--- src/rtl/regfile_read_scheduler_if.sv ---
// Request/response bundle between operand-fetch clients and the register-file
// read scheduler; master is the client side, slave is the scheduler.
interface regfile_read_scheduler_if #(
    parameter int NREQ = 4,
    parameter int IDW  = 2
);
    logic [NREQ-1:0]   req_valid;
    logic [NREQ*5-1:0] req_addr;
    logic [NREQ-1:0]   req_ready;
    logic              resp_valid;
    logic              resp_ready;
    logic [IDW-1:0]    resp_id;
    logic [31:0]       resp_data;

    modport master (
        output req_valid,
        output req_addr,
        output resp_ready,
        input  req_ready,
        input  resp_valid,
        input  resp_id,
        input  resp_data
    );

    modport slave (
        input  req_valid,
        input  req_addr,
        input  resp_ready,
        output req_ready,
        output resp_valid,
        output resp_id,
        output resp_data
    );
endinterface

--- src/rtl/regfile_read_scheduler.sv ---
// Round-robin scheduler sharing one register-file read port among NREQ clients:
// stage A holds the granted select, stage R the registered response.
module regfile_read_scheduler #(
    parameter int NREQ = 4,
    parameter int IDW  = 2
) (
    input  logic                    clk,
    input  logic                    reset_n,
    regfile_read_scheduler_if.slave bus,
    output logic [4:0]              rsel,
    input  logic [31:0]             rdata,
    input  logic                    wr_en,
    input  logic [4:0]              wr_addr,
    input  logic [31:0]             wr_data
);
    logic            a_valid_r;
    logic [IDW-1:0]  a_id_r;
    logic [4:0]      rsel_r;
    logic [IDW-1:0]  ptr_r;
    logic            resp_valid_r;
    logic [IDW-1:0]  resp_id_r;
    logic [31:0]     resp_data_r;

    logic            r_accept_s;
    logic            a_adv_s;
    logic            a_accept_s;
    logic            grant_found_s;
    logic            grant_s;
    logic [IDW-1:0]  grant_idx_s;
    logic [IDW-1:0]  ptr_next_s;
    logic [IDW:0]    sum_s;
    logic [IDW:0]    cand_s;
    logic [NREQ-1:0] req_ready_s;
    logic [4:0]      grant_addr_s;
    logic [31:0]     capture_s;

    // R0 is hardwired zero; otherwise a same-cycle write to the selected index wins.
    function automatic logic [31:0] read_value(
        input logic [4:0]  sel,
        input logic [31:0] port_data,
        input logic        we,
        input logic [4:0]  waddr,
        input logic [31:0] wdata
    );
        logic [31:0] val;
        if (sel == 5'd0) begin
            val = 32'd0;
        end else if (we && (waddr == sel)) begin
            val = wdata;
        end else begin
            val = port_data;
        end
        return val;
    endfunction

    // Pipeline advance conditions.
    always_comb begin
        r_accept_s = !resp_valid_r || bus.resp_ready;
        a_adv_s    = a_valid_r && r_accept_s;
        a_accept_s = !a_valid_r || a_adv_s;
    end

    // Round-robin search from ptr upward with wrap-around.
    always_comb begin
        grant_found_s = 1'b0;
        grant_idx_s   = '0;
        sum_s         = '0;
        cand_s        = '0;
        for (int k = 0; k < NREQ; k++) begin
            sum_s  = {1'b0, ptr_r} + (IDW+1)'(k);
            cand_s = (sum_s >= (IDW+1)'(NREQ)) ? (sum_s - (IDW+1)'(NREQ)) : sum_s;
            if (!grant_found_s && bus.req_valid[cand_s[IDW-1:0]]) begin
                grant_found_s = 1'b1;
                grant_idx_s   = cand_s[IDW-1:0];
            end else begin
                grant_found_s = grant_found_s;
            end
        end
    end

    // One-hot grant, next pointer and selected address.
    always_comb begin
        grant_s      = grant_found_s && a_accept_s;
        req_ready_s  = '0;
        if (grant_s) begin
            req_ready_s[grant_idx_s] = 1'b1;
        end else begin
            req_ready_s = '0;
        end
        ptr_next_s   = (grant_idx_s == IDW'(NREQ - 1)) ? '0 : (grant_idx_s + IDW'(1));
        grant_addr_s = bus.req_addr[int'(grant_idx_s) * 5 +: 5];
        capture_s    = read_value(rsel_r, rdata, wr_en, wr_addr, wr_data);
    end

    // Stage A (grant capture) and stage R (response) registers.
    always_ff @(posedge clk) begin
        if (!reset_n) begin
            a_valid_r    <= 1'b0;
            a_id_r       <= '0;
            rsel_r       <= 5'd0;
            ptr_r        <= '0;
            resp_valid_r <= 1'b0;
            resp_id_r    <= '0;
            resp_data_r  <= 32'd0;
        end else begin
            if (grant_s) begin
                rsel_r    <= grant_addr_s;
                a_id_r    <= grant_idx_s;
                a_valid_r <= 1'b1;
                ptr_r     <= ptr_next_s;
            end else if (a_adv_s) begin
                a_valid_r <= 1'b0;
            end
            // Capture happens only when stage A moves, so stalled reads see later writes.
            if (a_adv_s) begin
                resp_valid_r <= 1'b1;
                resp_id_r    <= a_id_r;
                resp_data_r  <= capture_s;
            end else if (resp_valid_r && bus.resp_ready) begin
                resp_valid_r <= 1'b0;
            end
        end
    end

    assign bus.req_ready  = req_ready_s;
    assign bus.resp_valid = resp_valid_r;
    assign bus.resp_id    = resp_id_r;
    assign bus.resp_data  = resp_data_r;
    assign rsel           = rsel_r;
endmodule

--- src/flat_wrapper.sv ---
// flat-port wrapper written by rule: the top's interface ports become plain ports
module regfile_read_scheduler_flat 
#(
    parameter int NREQ = 4,
    parameter int IDW  = 2
)
  (clk, reset_n, rsel, rdata, wr_en, wr_addr, wr_data, bus_req_valid, bus_req_addr, bus_resp_ready, bus_req_ready, bus_resp_valid, bus_resp_id, bus_resp_data);
  regfile_read_scheduler_if #(.NREQ(NREQ), .IDW(IDW)) bus_i ();
  input  logic clk;
  input  logic reset_n;
  output logic [4:0] rsel;
  input  logic [31:0] rdata;
  input  logic wr_en;
  input  logic [4:0] wr_addr;
  input  logic [31:0] wr_data;
  input wire logic [$bits(bus_i.req_valid)-1:0] bus_req_valid;
  input wire logic [$bits(bus_i.req_addr)-1:0] bus_req_addr;
  input wire logic [$bits(bus_i.resp_ready)-1:0] bus_resp_ready;
  output wire logic [$bits(bus_i.req_ready)-1:0] bus_req_ready;
  output wire logic [$bits(bus_i.resp_valid)-1:0] bus_resp_valid;
  output wire logic [$bits(bus_i.resp_id)-1:0] bus_resp_id;
  output wire logic [$bits(bus_i.resp_data)-1:0] bus_resp_data;
  assign bus_i.req_valid = bus_req_valid;
  assign bus_i.req_addr = bus_req_addr;
  assign bus_i.resp_ready = bus_resp_ready;
  assign bus_req_ready = bus_i.req_ready;
  assign bus_resp_valid = bus_i.resp_valid;
  assign bus_resp_id = bus_i.resp_id;
  assign bus_resp_data = bus_i.resp_data;
  regfile_read_scheduler #(.NREQ(NREQ), .IDW(IDW)) u_core (.clk(clk), .reset_n(reset_n), .bus(bus_i), .rsel(rsel), .rdata(rdata), .wr_en(wr_en), .wr_addr(wr_addr), .wr_data(wr_data));
endmodule
--- config.mk ---
export PLATFORM = sky130hd
export DESIGN_NAME = regfile_read_scheduler_flat
export DESIGN_NICKNAME = d
export VERILOG_FILES = /design/src/rtl/regfile_read_scheduler_if.sv /design/src/rtl/regfile_read_scheduler.sv /design/src/flat_wrapper.sv
export SDC_FILE = /design/constraint.sdc
export NUM_CORES = 1
export LEC_CHECK = 0
export BUFFER_PORTS_ARGS = -buffer_cell sky130_fd_sc_hd__buf_2
export CORE_MARGIN = 8
export CORE_UTILIZATION = 43
export CTS_CLUSTER_DIAMETER = 200
export CTS_CLUSTER_SIZE = 40
export DETAILED_ROUTE_END_ITERATION = 8
export GPL_TIMING_DRIVEN = 0
export PLACE_DENSITY = 0.87
export RECOVER_POWER = 100
export SLEW_MARGIN = 20
export SYNTH_ARGS = -nofsm -noshare
export SYNTH_HDL_FRONTEND = slang
export SYNTH_SLANG_ARGS = --single-unit
--- constraint.sdc ---
create_clock -name clk -period 1.9 [get_ports clk]
set_input_delay 0.285 -clock clk [delete_from_list [all_inputs] [get_ports clk]]
set_output_delay 0.285 -clock clk [all_outputs]
set_load 0.03 [all_outputs]
==> flow_summary.yaml <==
die:
  start_util: 0.447
  ios: 141
  dieArea_mm2: 0.00793
  fp.dieH_um: 89.1
  rows: 26
  fp.coreArea_mm2: 0.00514
  die_x_um: 89.1
placed_design:
  dpl_worst_slack_ps: -54.3
  dpl.cell_count: 441
  gp_congestion: 0.763
  post-dp-hpwl_mm: 5.38
  io_buffers: 140
worst_setup_path:
  reg2reg_from: "u_core.bus.resp_valid"
  cp_top_family: "buffers and inverters"
  worst-r2r-setup-slack_ps: 150
  regToRegEndpoint: "u_core.bus.resp_data[9]"
  worstPathArrival_ps: 1620
  slowest_stage: "dfxtp_2"
  worstPathRequired_ps: 1620
  path_cells: "nor2b_2 -> nor2_2 -> a2bb2oi_4 -> buf_8 -> buf_4 -> nor2_1 -> clkbuf_4"
  critPathMaxStageDelay_ps: 340
  start_kind: "flip-flop"
  crit_buf_inv: 3
  path_class: "reg -> out"
  reg2reg_depth: 7
  cp_max_fo: 8
  end_kind: "primary output"
synth:
  synth-seq-area-share: 0.392
  yosysUniqueCellTypes: 32
  synth_area_mm2: 0.00230
  synthCells: 231
  syn-num-nets: 329
  yosys_warnings: 0
  synth_seq_cells: 45
  avgSynthCellArea_um2: 9.94
timing:
  relSlewSlack: 0.584
  setup_viol: 1
  final.setup.worst_slack_ps: -7.22
  hold_violations: 0
  slew_violations: 0
  rsz0062_at_grt: "true"
  worst_pin_slew_ps: 619
  fin_worst_skew_ps: 6.19
  post-route-period-util: 1.00
  min_period_ps: 1910
  max_freq_mhz: 524
  holdWs_ps: 258
run_status:
  status: "finished, violations left"
  violations: "setup timing"
routing:
  drt_iter0_drc: 48
  wl_per_cell_um: 14.6
  drt_wl_total_mm: 6.67
  ant_nets: 0
  routed_via_density: 4.88
  firstDrtPassIters: 4
  drcViolationCount: 0
  vias: 2233
layout:
  diodes: 0
  ff_latch_area_um2: 903
  multiInputGateArea_mm2: 0.00126
  drive_gt1_frac: 0.425
  fin_util: 0.627
  fillers: 458
  fin_nets: 486
  final_cell_count_no_fill: 458
  area_growth_pct: 40.4
grt:
  grt_max_degree: 13
  grt_overflow: 0
  grt_pass1_vias: 2259
  grtUsageTotal: 0.161
  antenna_found_initial: 0
  grt_pass1_wl_mm: 10.2
clock_network:
  root_buffer: "clkbuf_8"
  clock-sinks: 45
  clock_latency_ps: 290
  cts_buffers: 5
  cts_buffer_depth: 2
  ctsHtreeMaxLevel: 2
  clk_pin_slew_worst_paths_ps: 80
  cts_tree: "done"
pwr:
  p_total_mw: 2.69
  ir_drop_v: 0.000431
  leakage_nw: 1.39
  power_density_mw_per_mm2: 836
hold_path:
  hp-class: "in -> reg"
  hp-start: "rdata[8]"
  min_to: "u_core.bus.resp_data[8]"
  hold_depth: 3
run:
  maxCapViolations: 0
[metrics by stage]
stage          setup TNS (ps)  area, µm²
2_1_floorplan               0       2300
3_3_place_gp            -25.4       3080
3_5_place_dp            -54.3       3080
4_1_cts                 -50.8       3200
5_1_grt                  -214       3220
6_report                -7.22       3220
[metal layers]
layer  track usage  part of all wire  vias to the layer above
li1              -                 -                     1128
met1         0.182              0.40                     1006
met2         0.282              0.50                       97
met3        0.0524             0.095                        2
met4        0.0453            0.0060                        0
met5             0                 0                        -
[synthesized netlist by cell type (all sizes together)]
cell type | n | area (µm²)
a21o | 1 | 7.51
inv | 2 | 7.51
or4 | 1 | 7.51
nor2b | 7 | 43.8
nand2b | 1 | 6.26
and3 | 1 | 6.26
nand3 | 6 | 30.0
a2bb2oi | 1 | 26.3
o221ai | 5 | 43.8
nor2 | 6 | 22.5
mux2i | 44 | 440
and2 | 2 | 12.5
xor2 | 4 | 35.0
dfxtp | 45 | 901
xnor2 | 1 | 8.76
clkbuf | 2 | 7.51
ha | 1 | 12.5
o211ai | 1 | 12.5
buf | 11 | 131
o221a | 1 | 11.3
o21a | 1 | 7.51
nor4 | 2 | 12.5
o21ai | 36 | 293
nand3b | 1 | 7.51
a21boi | 4 | 30.0
nand2 | 41 | 154
nor3b | 1 | 7.51
a21oi | 2 | 10.0
[sequential cells by signal (all words and copies together), names as in the netlist]
signal                 count
u_core.bus.resp_data      32
u_core.bus.resp_valid      1
u_core.rsel                5
u_core.a_valid_r           1
u_core.bus.resp_id         2
u_core.a_id_r              2
u_core.ptr_r               2
[layout make-up]
class                      instances  area share
sequential                        45       0.280
buffer                            13      0.0443
inverter                           2     0.00233
clock buffer                       7      0.0268
multi-input combinational        171       0.391
tap                               70      0.0272
timing repair buffer             150       0.228
[kinds of logic after synthesis]
kind of cell             count (synthesis)  synth area share
multiplexers                            44             0.192
adder cells (fa/ha/maj)                  1           0.00545
AO/OA/AOI/OAI                           52             0.192
AND/OR/NAND/NOR                         69             0.135
XOR/XNOR                                 5            0.0191
buffers and inverters                   15            0.0638
flip-flops                              45             0.392
[cell usage in the layout, fill, tap and decap left out, types with 2 or more instances in the layout]
cell	instances
dfxtp_2	2
clkbuf_8	6
clkbuf_1	44
o221ai_1	5
buf_4	11
nand3_1	6
nor2_1	5
o21ai_2	30
buf_2	99
a21boi_0	4
buf_12	3
nand2_1	41
o21ai_0	5
inv_1	2
mux2i_1	44
xor2_1	4
nor4_1	2
buf_6	5
dfxtp_1	43
nor2b_1	6
[worst register-to-register path, cell delays in order, from the launching register on]
cell,delay [ps]
dfxtp_1,340
nor2b_1,300
nand2b_1,260
and2_1,150
clkbuf_1,210
buf_2,270
nand2_1,100
o21ai_2,60
[what timing repair did]
item                                    CTS  global route
hold buffers                              0             0
pin swaps                                 1             2
cloned                                    0             0
endpoints found under the hold margin     0             0
setup buffers                             1             9
gates resized for setup                   8             4
endpoints found under the setup margin    4            13
[power by group]
group	internal, mW	switching, mW
registers	1.06	0.0815
logic	0.404	0.572
clock network	0.289	0.289
total	1.75	0.942
[worst max path at each step]
stage | from | endpoint | slack (ps) | cells past startpoint
after floorplan | u_core.bus.resp_valid | bus_req_ready[0] | 110 | 4
after global placement | bus_req_valid[0] | bus_req_ready[3] | -30 | 8
after detailed placement | bus_req_valid[0] | bus_req_ready[3] | -50 | 8
after CTS | u_core.ptr_r[0] | bus_req_ready[3] | -50 | 7
after global routing | u_core.ptr_r[0] | bus_req_ready[3] | -60 | 7
final | u_core.ptr_r[0] | bus_req_ready[1] | -7 | 7
Power figures use the tool's default switching activity.
